## src/rtl/led_ctrl_pkg.sv

```systemverilog
// Shared definitions for the LED position bar: state and direction encodings,
// LED index width, the sweep position payload and the bounce step helper.
package led_ctrl_pkg;

    localparam int unsigned LED_W  = 4;
    localparam int unsigned MODE_W = 2;

    localparam logic [LED_W-1:0] LED_MAX = 4'd15;

    // Encodings visible on o_Mode
    localparam logic [MODE_W-1:0] ST_IDLE  = 2'd0;
    localparam logic [MODE_W-1:0] ST_SWEEP = 2'd1;
    localparam logic [MODE_W-1:0] ST_HOLD  = 2'd2;

    localparam logic DIR_UP   = 1'b0;
    localparam logic DIR_DOWN = 1'b1;

    // Sweep position: current index plus travel direction
    typedef struct packed {
        logic             dir;
        logic [LED_W-1:0] value;
    } sweep_pos_t;

    // One sweep step; the ends reflect so the index never wraps
    function automatic sweep_pos_t bounce_step(input sweep_pos_t cur);
        sweep_pos_t nxt;
        nxt = cur;
        if (cur.dir == DIR_UP) begin
            if (cur.value == LED_MAX) begin
                nxt.dir   = DIR_DOWN;
                nxt.value = LED_MAX - LED_W'(1);
            end else begin
                nxt.value = cur.value + LED_W'(1);
            end
        end else begin
            if (cur.value == '0) begin
                nxt.dir   = DIR_UP;
                nxt.value = LED_W'(1);
            end else begin
                nxt.value = cur.value - LED_W'(1);
            end
        end
        return nxt;
    endfunction

endpackage

```

## src/rtl/led_position_sched_if.sv

```systemverilog
// Command/status bundle between the UART decoder, the scheduler and the bar driver.
//   master: drives i_Cmd_Valid, i_Cmd_Value, i_Sweep_En; observes the outputs
//   slave : the scheduler; drives o_LED_Value, o_Mode, o_Step_Tick
interface led_position_sched_if;
    import led_ctrl_pkg::*;

    logic                    i_Cmd_Valid;
    logic [LED_W-1:0]        i_Cmd_Value;
    logic                    i_Sweep_En;
    logic [LED_W-1:0]        o_LED_Value;
    logic [MODE_W-1:0]       o_Mode;
    logic                    o_Step_Tick;

    modport master (
        output i_Cmd_Valid, i_Cmd_Value, i_Sweep_En,
        input  o_LED_Value, o_Mode, o_Step_Tick
    );

    modport slave (
        input  i_Cmd_Valid, i_Cmd_Value, i_Sweep_En,
        output o_LED_Value, o_Mode, o_Step_Tick
    );

endinterface

```

## src/rtl/led_position_sched_step_timer.sv

```systemverilog
// Free-running step timer: counts 0..CLKS_PER_STEP-1 and wraps.
//   i_Clk, i_Rst_n : clock, async active-low reset
//   o_Tick         : high during the cycle in which the counter wraps
module step_timer #(
    parameter int unsigned CLKS_PER_STEP = 2_500_000
) (
    input  logic i_Clk,
    input  logic i_Rst_n,
    output logic o_Tick
);

    localparam int unsigned        CNT_W = $clog2(CLKS_PER_STEP);
    localparam logic [CNT_W-1:0]   LAST  = CNT_W'(CLKS_PER_STEP - 1);

    logic [CNT_W-1:0] cnt;

    // Wrap counter, never restarted except by reset
    always_ff @(posedge i_Clk or negedge i_Rst_n) begin
        if (!i_Rst_n) begin
            cnt <= '0;
        end else if (cnt == LAST) begin
            cnt <= '0;
        end else begin
            cnt <= cnt + CNT_W'(1);
        end
    end

    // Combinational so the sequencer acts on the wrap edge itself
    assign o_Tick = (cnt == LAST);

endmodule

```

## src/rtl/led_position_sched.sv

```systemverilog
// LED position sequencer: arbitrates the bar index between position commands
// and an autonomous bounce sweep, with commanded positions held for HOLD_STEPS ticks.
//   i_Clk, i_Rst_n : clock, async active-low reset
//   bus (slave)    : command inputs, sweep enable, LED index / mode / step tick outputs
module led_position_sched
    import led_ctrl_pkg::*;
#(
    parameter int unsigned CLKS_PER_STEP = 2_500_000,
    parameter int unsigned HOLD_STEPS    = 20
) (
    input  logic                  i_Clk,
    input  logic                  i_Rst_n,
    led_position_sched_if.slave   bus
);

    localparam int unsigned       HOLD_W    = (HOLD_STEPS > 1) ? $clog2(HOLD_STEPS) : 1;
    localparam logic [HOLD_W-1:0] HOLD_LAST = HOLD_W'(HOLD_STEPS - 1);

    logic              tick;
    logic [MODE_W-1:0] state_q, state_d;
    sweep_pos_t        pos_q, pos_d;
    logic [HOLD_W-1:0] hold_q, hold_d;
    logic              step_tick_q;

    step_timer #(
        .CLKS_PER_STEP (CLKS_PER_STEP)
    ) u_step_timer (
        .i_Clk   (i_Clk),
        .i_Rst_n (i_Rst_n),
        .o_Tick  (tick)
    );

    // State, position/direction, hold count and tick output registers
    always_ff @(posedge i_Clk or negedge i_Rst_n) begin
        if (!i_Rst_n) begin
            state_q     <= ST_IDLE;
            pos_q       <= '{dir: DIR_UP, value: '0};
            hold_q      <= '0;
            step_tick_q <= 1'b0;
        end else begin
            state_q     <= state_d;
            pos_q       <= pos_d;
            hold_q      <= hold_d;
            step_tick_q <= tick;
        end
    end

    // Next state: a command beats everything; sweep disable beats a coincident tick
    always_comb begin
        state_d = state_q;
        pos_d   = pos_q;
        hold_d  = hold_q;
        if (bus.i_Cmd_Valid) begin
            state_d     = ST_HOLD;
            pos_d.value = bus.i_Cmd_Value;
            hold_d      = '0;
        end else begin
            case (state_q)
                ST_IDLE: begin
                    if (bus.i_Sweep_En) begin
                        state_d = ST_SWEEP;
                    end
                end
                ST_SWEEP: begin
                    if (!bus.i_Sweep_En) begin
                        state_d = ST_IDLE;
                    end else if (tick) begin
                        pos_d = bounce_step(pos_q);
                    end
                end
                ST_HOLD: begin
                    if (tick) begin
                        if (hold_q == HOLD_LAST) begin
                            hold_d  = '0;
                            state_d = bus.i_Sweep_En ? ST_SWEEP : ST_IDLE;
                        end else begin
                            hold_d = hold_q + HOLD_W'(1);
                        end
                    end
                end
                default: begin
                    state_d = ST_IDLE;
                end
            endcase
        end
    end

    assign bus.o_LED_Value = pos_q.value;
    assign bus.o_Mode      = state_q;
    assign bus.o_Step_Tick = step_tick_q;

endmodule

```

## src/flat_wrapper.sv

```systemverilog
// flat-port wrapper written by rule: the top's interface ports become plain ports
module led_position_sched_flat import led_ctrl_pkg::*;
#(
    parameter int unsigned CLKS_PER_STEP = 2_500_000,
    parameter int unsigned HOLD_STEPS    = 20
)
  (i_Clk, i_Rst_n, bus_i_Cmd_Valid, bus_i_Cmd_Value, bus_i_Sweep_En, bus_o_LED_Value, bus_o_Mode, bus_o_Step_Tick);
  led_position_sched_if bus_i ();
  input  logic i_Clk;
  input  logic i_Rst_n;
  input wire logic [$bits(bus_i.i_Cmd_Valid)-1:0] bus_i_Cmd_Valid;
  input wire logic [$bits(bus_i.i_Cmd_Value)-1:0] bus_i_Cmd_Value;
  input wire logic [$bits(bus_i.i_Sweep_En)-1:0] bus_i_Sweep_En;
  output wire logic [$bits(bus_i.o_LED_Value)-1:0] bus_o_LED_Value;
  output wire logic [$bits(bus_i.o_Mode)-1:0] bus_o_Mode;
  output wire logic [$bits(bus_i.o_Step_Tick)-1:0] bus_o_Step_Tick;
  assign bus_i.i_Cmd_Valid = bus_i_Cmd_Valid;
  assign bus_i.i_Cmd_Value = bus_i_Cmd_Value;
  assign bus_i.i_Sweep_En = bus_i_Sweep_En;
  assign bus_o_LED_Value = bus_i.o_LED_Value;
  assign bus_o_Mode = bus_i.o_Mode;
  assign bus_o_Step_Tick = bus_i.o_Step_Tick;
  led_position_sched #(.CLKS_PER_STEP(CLKS_PER_STEP), .HOLD_STEPS(HOLD_STEPS)) u_core (.i_Clk(i_Clk), .i_Rst_n(i_Rst_n), .bus(bus_i));
endmodule
```

## config.mk

```make
export PLATFORM = sky130hd
export DESIGN_NAME = led_position_sched_flat
export DESIGN_NICKNAME = d
export VERILOG_FILES = /design/src/rtl/led_ctrl_pkg.sv /design/src/rtl/led_position_sched_if.sv /design/src/rtl/led_position_sched_step_timer.sv /design/src/rtl/led_position_sched.sv /design/src/flat_wrapper.sv
export SDC_FILE = /design/constraint.sdc
export NUM_CORES = 1
export LEC_CHECK = 0
export ABC_AREA = 0
export CAP_MARGIN = 20
export CORE_MARGIN = 1
export CORE_UTILIZATION = 35
export CTS_BUF_LIST = sky130_fd_sc_hd__clkbuf_8 sky130_fd_sc_hd__clkbuf_16
export DETAILED_ROUTE_END_ITERATION = 8
export SLEW_MARGIN = 20
export SYNTH_ARGS = -nofsm -noshare
export SYNTH_HDL_FRONTEND = slang
export SYNTH_SLANG_ARGS = --single-unit
```

## constraint.sdc

```tcl
create_clock -name i_Clk -period 2.1 [get_ports i_Clk]
set_clock_uncertainty 0.15 [all_clocks]
set_input_delay 0.21 -clock i_Clk [delete_from_list [all_inputs] [get_ports i_Clk]]
set_output_delay 0.21 -clock i_Clk [all_outputs]
set_load 0.005 [all_outputs]
```

# After elaboration in Yosys (flattened, before gate mapping)
# Index checks and enable logic that the tools add are counted.
# op_classes
add_sub_neg	4
n_eq_ne	9
muxes	21
bitwise_logic	1
reduce_logical	10
# ops
op	n
two-way mux 5 bit	5
two-way mux 4 bit	6
adder 22 x 1 -> 22 bit, second input constant	1
== test 22 bit, second input constant	1
two-way mux 22 bit	1
two-way mux 2 bit	5
AND reduction 4 bit	2
nonzero test 2 bit	4
inequality test 3 x 2 -> 1 bit, second input constant	2
inequality test 3 bit, second input constant	2
case mux 2 bit (3 select lines)	1
adder 5 x 1 -> 5 bit, second input constant	1
== test 5 bit, second input constant	1
adder 4 x 1 -> 4 bit, second input constant	1
== test 4 bit, second input constant	1
zero test 4 bit	1
subtractor 4 x 1 -> 4 bit, second input constant	1
two-way mux 1 bit	3
AND reduction 3 bit	1
== test 2 x 1 -> 1 bit, second input constant	1
== test 2 bit, second input constant	1
zero test 2 bit	1
AND reduction 2 bit	1
NOT 1 bit	1
# totals
regBits	35
in_bits	8
output_inout_bits	7
word_cells	51

# Longest topological paths before layout
# logic_depth
word_depth	7
mapped_depth	7
ltp_nobuf	6

# By module
# A second synthesis with hierarchy kept.
# hier_totals
cells_unflattened	197
area_unflattened_um2	1961.9
# modules_own_cells
module	instances	cells_per_inst	area_per_inst_um2	seq_area_each_um2
step_timer	1	103	1092.3	550.5
led_position_sched	1	94	869.6	325.3

# Worst setup path before layout
# OpenSTA, ideal clock, no wires.
# synth_path
path_kind	reg2reg
start	register u_core.u_step_timer.cnt[0]
end	register u_core.pos_q, in the netlist u_core.bus.o_LED_Value[0]
setup_ns	0.121
arrival_time_ns	1.722
required_time_ns	1.829
slack_ns	0.108
stages_incl_launch_ff	7
path_buffers	1
synth_period_minus_slack_ns	1.992
cell_sequence	dfrtp_1 -> ha_1 -> and4_1 -> clkbuf_1 -> nand3_1 -> or4b_1 -> o211a_1
# synth_between
elab_chain_cells	3
# synth_lines
element	line	rtl
from (decl)	led_position_sched_step_timer.sv:15	logic [CNT_W-1:0] cnt;
from (signal assigned)	led_position_sched_step_timer.sv:24	cnt <= cnt + CNT_W'(1);
== test 22 bit	led_position_sched_step_timer.sv:29	assign o_Tick = (cnt == LAST);
nonzero test 2 bit (no line)	--	
AND reduction 3 bit (no line)	--	
to (signal assigned)	led_position_sched.sv:37	pos_q <= '{dir: DIR_UP, value: '0};
to (signal assigned)	led_position_sched.sv:42	pos_q <= pos_d;
to (decl)	led_position_sched.sv:21	sweep_pos_t pos_q, pos_d;
# Every way passes these cells.
# A chain may end at the register's enable or synchronous reset.

# Final worst setup path
# layout_path
start	register u_core.u_step_timer.cnt[12]
end	register u_core.pos_q, in the netlist u_core.bus.o_LED_Value[0]
# The elaborated chain is that of the path after synthesis.

==> out/qor_table.md <==
| Result | Reported | Unit |
|---|---|---|
| Number of distinct library cells after synthesis | 57 | - |
| Biggest fanout along the worst timing path | 5 | - |
| WL final | 4.56 | mm |
| Tcrit/Tclk final | 93.4 | % |
| Floorplan die area | 6220 | µm² |
| Tightest Pin Transition | 0.812 | ns |
| Worst setup slack for register-to-register paths | 0.14 | ns |
| Via count of the first global-routing pass | 1740 | - |
| CTS H-Tree Depth | 2 | - |
| Mean Syn Cell Area | 9.76 | µm² |
| TritonRoute pass-1 iters | 4 | - |
| Leakage dissipation | 1.04 | nW |
| Stage delay of the slowest cell on the critical path | 0.53 | ns |
| Type of the tightest min-delay check | in2reg | - |
| Num CTS Buffers | 5 | - |
| Hold_sp | bus_i_Cmd_Value[3] | - |
| Height of the chip | 78.9 | µm |
| Clock slew at the register clock pins of the worst setup and hold paths | 0.07 | ns |
| Drt first-iter violations | 83 | - |
| Most common flop cell mapped by yosys | sky130_fd_sc_hd__dfrtp_1 | - |
| Share of total power consumed by net switching | 22.7 | % |
| Setup-violating endpoint count in the final report | 0 | - |
| Layout cells sized above 1 | 16.8 | % |
| Hold path endpoint | u_core.bus.o_LED_Value[3] | - |
| Number of enable-type register cells in the synthesized netlist | 0 | - |
| Synthesis warning total | 0 | - |
| Critical path cell sequence | nor4b_2, buf_4, nand3_1, or4b_1, o211a_1 | - |
| VDD IR-drop max | 0.261 | mV |
| Outcome | finished, final reports clean | - |
| Syn nets | 225 | - |
| Overall Global Routing Usage | 16.3 | % |
| Highest clock rate | 0.510 | GHz |
| Critical Path Start Type | flop | - |
| # Max-Cap Violations | 0 | - |
| Portion of the post-synthesis area used by sequential elements | 42.3 | % |
| Net switching power | 0.304 | mW |
| Global route overflow | 0 | - |
| Crit. End Element | flop | - |
| Number of nets in the layout | 256 | - |
| Wire length of the first global-routing pass | 7.94 | mm |
| RSZ-0062 raised after global routing | false | - |
| Number of nets with antenna violations after routing | 0 | - |
| Total half-perimeter wirelength after legalization and detailed placement | 3.29 | mm |
| Area of the core | 5610 | µm² |
| TritonCTS sink count | 35 | - |
| Start-to-end type of the worst setup path | reg2reg | - |
| Share of total power in combinational logic | 8.8 | % |
| Final critical delay including setup and external delays | 1.96 | ns |
| Post-Layout Cell Count | 316 | - |
| Buffer count from post-CTS setup fixing | 0 | - |
| P_int | 1.04 | mW |
| Worst slew margin relative to its limit | 45.9 | % |
| Clock tree from TritonCTS | done | - |
| CP arrival | 1.99 | ns |
| Die width | 78.9 | µm |
| Launching point of the worst reg2reg path | u_core.u_step_timer.cnt[12] | - |
| Final Hold Slack | 0.354 | ns |
| Clk pwr share | 39.6 | % |
| Skew-Pair Late Insertion Delay | 0.28 | ns |
| Count of standard-cell rows | 27 | - |
| P per Cell Area | 534 | nW/µm² |
| Routed wire per std cell | 14.4 | µm |
| Largest buffer count on any clock path | 2 | - |
| Port bufs | 14 | - |
| Mapped Cells | 212 | - |
| CTS root buffer | sky130_fd_sc_hd__clkbuf_8 | - |
| Vias post-DR | 1738 | - |
| Antenna violations before repair | 0 | - |
| Reg-to-reg critical path endpoint | u_core.bus.o_LED_Value[0] | - |
| Hold depth | 3 | - |
| Slowest-stage cell, CP | sky130_fd_sc_hd__or4b_1 | - |
| Count of endpoints failing hold in the final timing report | 0 | - |
| Number of DRC violations after detailed routing | 0 | - |
| Layout Utilization | 44.8 | % |
| Effective utilization at floorplan | 36.9 | % |
| Total inserted antenna cells | 0 | - |
| Async set-or-reset flop fraction in the synthesized netlist | 100 | % |
| Final TNS setup | 0 | ns |
| Slew Limit Fails | 0 | - |
| Flop pwr share | 51.7 | % |
| Placed cell count | 307 | - |
| Overall Power | 1.34 | mW |
| Routability Congestion | 0.793 | - |
| Yosys reg bits | 35 | - |
| Required time at the worst-slack endpoint | 2.13 | ns |
| Signed area change from the synthesized netlist to the final layout | 21.4 | % |
| I/O pin total | 15 | - |
| Maximum number of pins on one net before global-route repair | 36 | - |
| Worst Reg2Reg Path Length in Cells | 5 | - |
| Vias/cell | 5.50 | - |
| Netlist area before placement | 2070 | µm² |
## flip-flops by register name, summed over array words and instances (netlist names)
| name | cells |
|---|---|
| u_core.u_step_timer.cnt | 22 |
| u_core.bus.o_Mode | 2 |
| u_core.hold_q | 5 |
| u_core.pos_q | 1 |
| u_core.bus.o_Step_Tick | 1 |
| u_core.bus.o_LED_Value | 4 |
## cell families after synthesis
family          after synthesis  synth area share (%)
compound gates               38                  12.9
xor+xnor                     16                  6.78
fa+ha+maj                     5                  3.02
buf+inv                      17                  3.93
flops                        35                  42.3
mux                           2                  1.03
simple gates                 99                  29.9
## worst max-delay path: cells and delay by family, from the launching register on
family          cells  cell delay (ns)
compound gates      1             0.13
simple gates        3             0.96
flops               1             0.43
buf+inv             1             0.18
## synthesized netlist by cell type, types with 2 or more instances
cell type	number	area (µm²)
sky130_fd_sc_hd__and2_1	3	18.8
sky130_fd_sc_hd__nand2_1	13	48.8
sky130_fd_sc_hd__and4_1	2	17.5
sky130_fd_sc_hd__nand4_1	10	62.6
sky130_fd_sc_hd__nand3_1	10	50.1
sky130_fd_sc_hd__and3b_1	2	17.5
sky130_fd_sc_hd__inv_1	6	22.5
sky130_fd_sc_hd__o41ai_1	3	26.3
sky130_fd_sc_hd__o21ai_0	6	30.0
sky130_fd_sc_hd__o211ai_1	3	22.5
sky130_fd_sc_hd__or4_1	4	30.0
sky130_fd_sc_hd__nand2b_1	2	12.5
sky130_fd_sc_hd__xor2_1	6	52.6
sky130_fd_sc_hd__xnor2_1	10	87.6
sky130_fd_sc_hd__a21oi_1	7	35.0
sky130_fd_sc_hd__dfrtp_1	35	876
sky130_fd_sc_hd__ha_1	5	62.6
sky130_fd_sc_hd__buf_2	2	10.0
sky130_fd_sc_hd__nor2_1	16	60.1
sky130_fd_sc_hd__a31oi_1	2	12.5
sky130_fd_sc_hd__nor3_1	4	20.0
sky130_fd_sc_hd__nor2b_1	7	43.8
sky130_fd_sc_hd__or3_1	3	18.8
sky130_fd_sc_hd__and3_1	3	18.8
sky130_fd_sc_hd__o31ai_1	4	30.0
sky130_fd_sc_hd__nor4_1	4	25.0
sky130_fd_sc_hd__nand3b_1	3	22.5
sky130_fd_sc_hd__buf_4	4	30.0
sky130_fd_sc_hd__clkbuf_1	5	18.8
## placed cells by master (no fill, tap or decap), types with 2 or more instances in the layout
cell type	synthesis	routed
sky130_fd_sc_hd__clkdlybuf4s50_1	0	13
sky130_fd_sc_hd__o21ai_0	6	6
sky130_fd_sc_hd__inv_1	6	7
sky130_fd_sc_hd__buf_4	4	20
sky130_fd_sc_hd__or3_1	3	3
sky130_fd_sc_hd__nand2_1	13	13
sky130_fd_sc_hd__and3b_1	2	2
sky130_fd_sc_hd__nor2b_1	7	7
sky130_fd_sc_hd__o211ai_1	3	3
sky130_fd_sc_hd__xnor2_1	10	10
sky130_fd_sc_hd__ha_1	5	4
sky130_fd_sc_hd__nand2b_1	2	2
sky130_fd_sc_hd__clkbuf_8	0	7
sky130_fd_sc_hd__or4_1	4	3
sky130_fd_sc_hd__nand4_1	10	10
sky130_fd_sc_hd__nor2_1	16	16
sky130_fd_sc_hd__and2_1	3	3
sky130_fd_sc_hd__nor4_1	4	4
sky130_fd_sc_hd__o41ai_1	3	3
sky130_fd_sc_hd__and3_1	3	3
sky130_fd_sc_hd__dfrtp_1	35	35
sky130_fd_sc_hd__nor3_1	4	4
sky130_fd_sc_hd__o31ai_1	4	4
sky130_fd_sc_hd__xor2_1	6	6
sky130_fd_sc_hd__a21oi_1	7	7
sky130_fd_sc_hd__nand3b_1	3	3
sky130_fd_sc_hd__or4_4	1	2
sky130_fd_sc_hd__nand3_1	10	10
sky130_fd_sc_hd__a31oi_1	2	2
## repair_timing
item,4_1_cts,5_1_grt
hold buffers,1,0
gates resized for setup,0,4
endpoints found under the hold margin,35,0
endpoints found under the setup margin,0,6
## stage by stage
step	instance area, µm²	setup WS [ns]
3_5_place_dp	2380	0.0731
5_1_grt	2510	0.00872
3_3_place_gp	2380	0.0725
2_1_floorplan	2070	0.108
6_report	2510	0.139
4_1_cts	2490	0.0744
## routing by layer
layer / vias to the layer above / GRT usage, % / routed length [µm]
met5: - / 0 / 0
met4: 0 / 6.00 / 74
met3: 8 / 3.56 / 149
met2: 26 / 27.6 / 2200
met1: 848 / 20.5 / 2140
li1: 856 / - / -
## how the worst max path moves through the flow
| stage | slack (ns) | end | from |
|---|---|---|---|
| 6_report | 0.14 | u_core.bus.o_LED_Value[0] | u_core.u_step_timer.cnt[12] |
| 5_1_grt | 0.009 | u_core.bus.o_LED_Value[0] | u_core.u_step_timer.cnt[6] |
| 4_1_cts | 0.07 | u_core.bus.o_LED_Value[0] | u_core.u_step_timer.cnt[5] |
| 3_5_place_dp | 0.07 | u_core.bus.o_LED_Value[0] | bus_i_Sweep_En |
| 3_3_place_gp | 0.07 | u_core.bus.o_LED_Value[0] | bus_i_Sweep_En |
| 2_1_floorplan | 0.11 | u_core.bus.o_LED_Value[0] | u_core.u_step_timer.cnt[0] |
## area by class of cell
class	count	area, µm²
Sequential cell	35	876
Fill cell	554	3100
Multi-Input combinational cell	160	1130
Timing Repair Buffer	35	295
Tap cell	72	90.1
Clock buffer	7	96.3
Clock inverter	1	3.75
Inverter	6	22.5
## power groups by stage
stage	registers [mW]	clock network (mW)	logic (mW)
after floorplan	0.700	0	0.0659
after global placement	0.705	0	0.117
after detailed placement	0.705	0	0.117
after CTS	0.692	0.551	0.119
after global routing	0.693	0.575	0.132
final	0.693	0.530	0.118
Power figures use the tool's default switching activity.
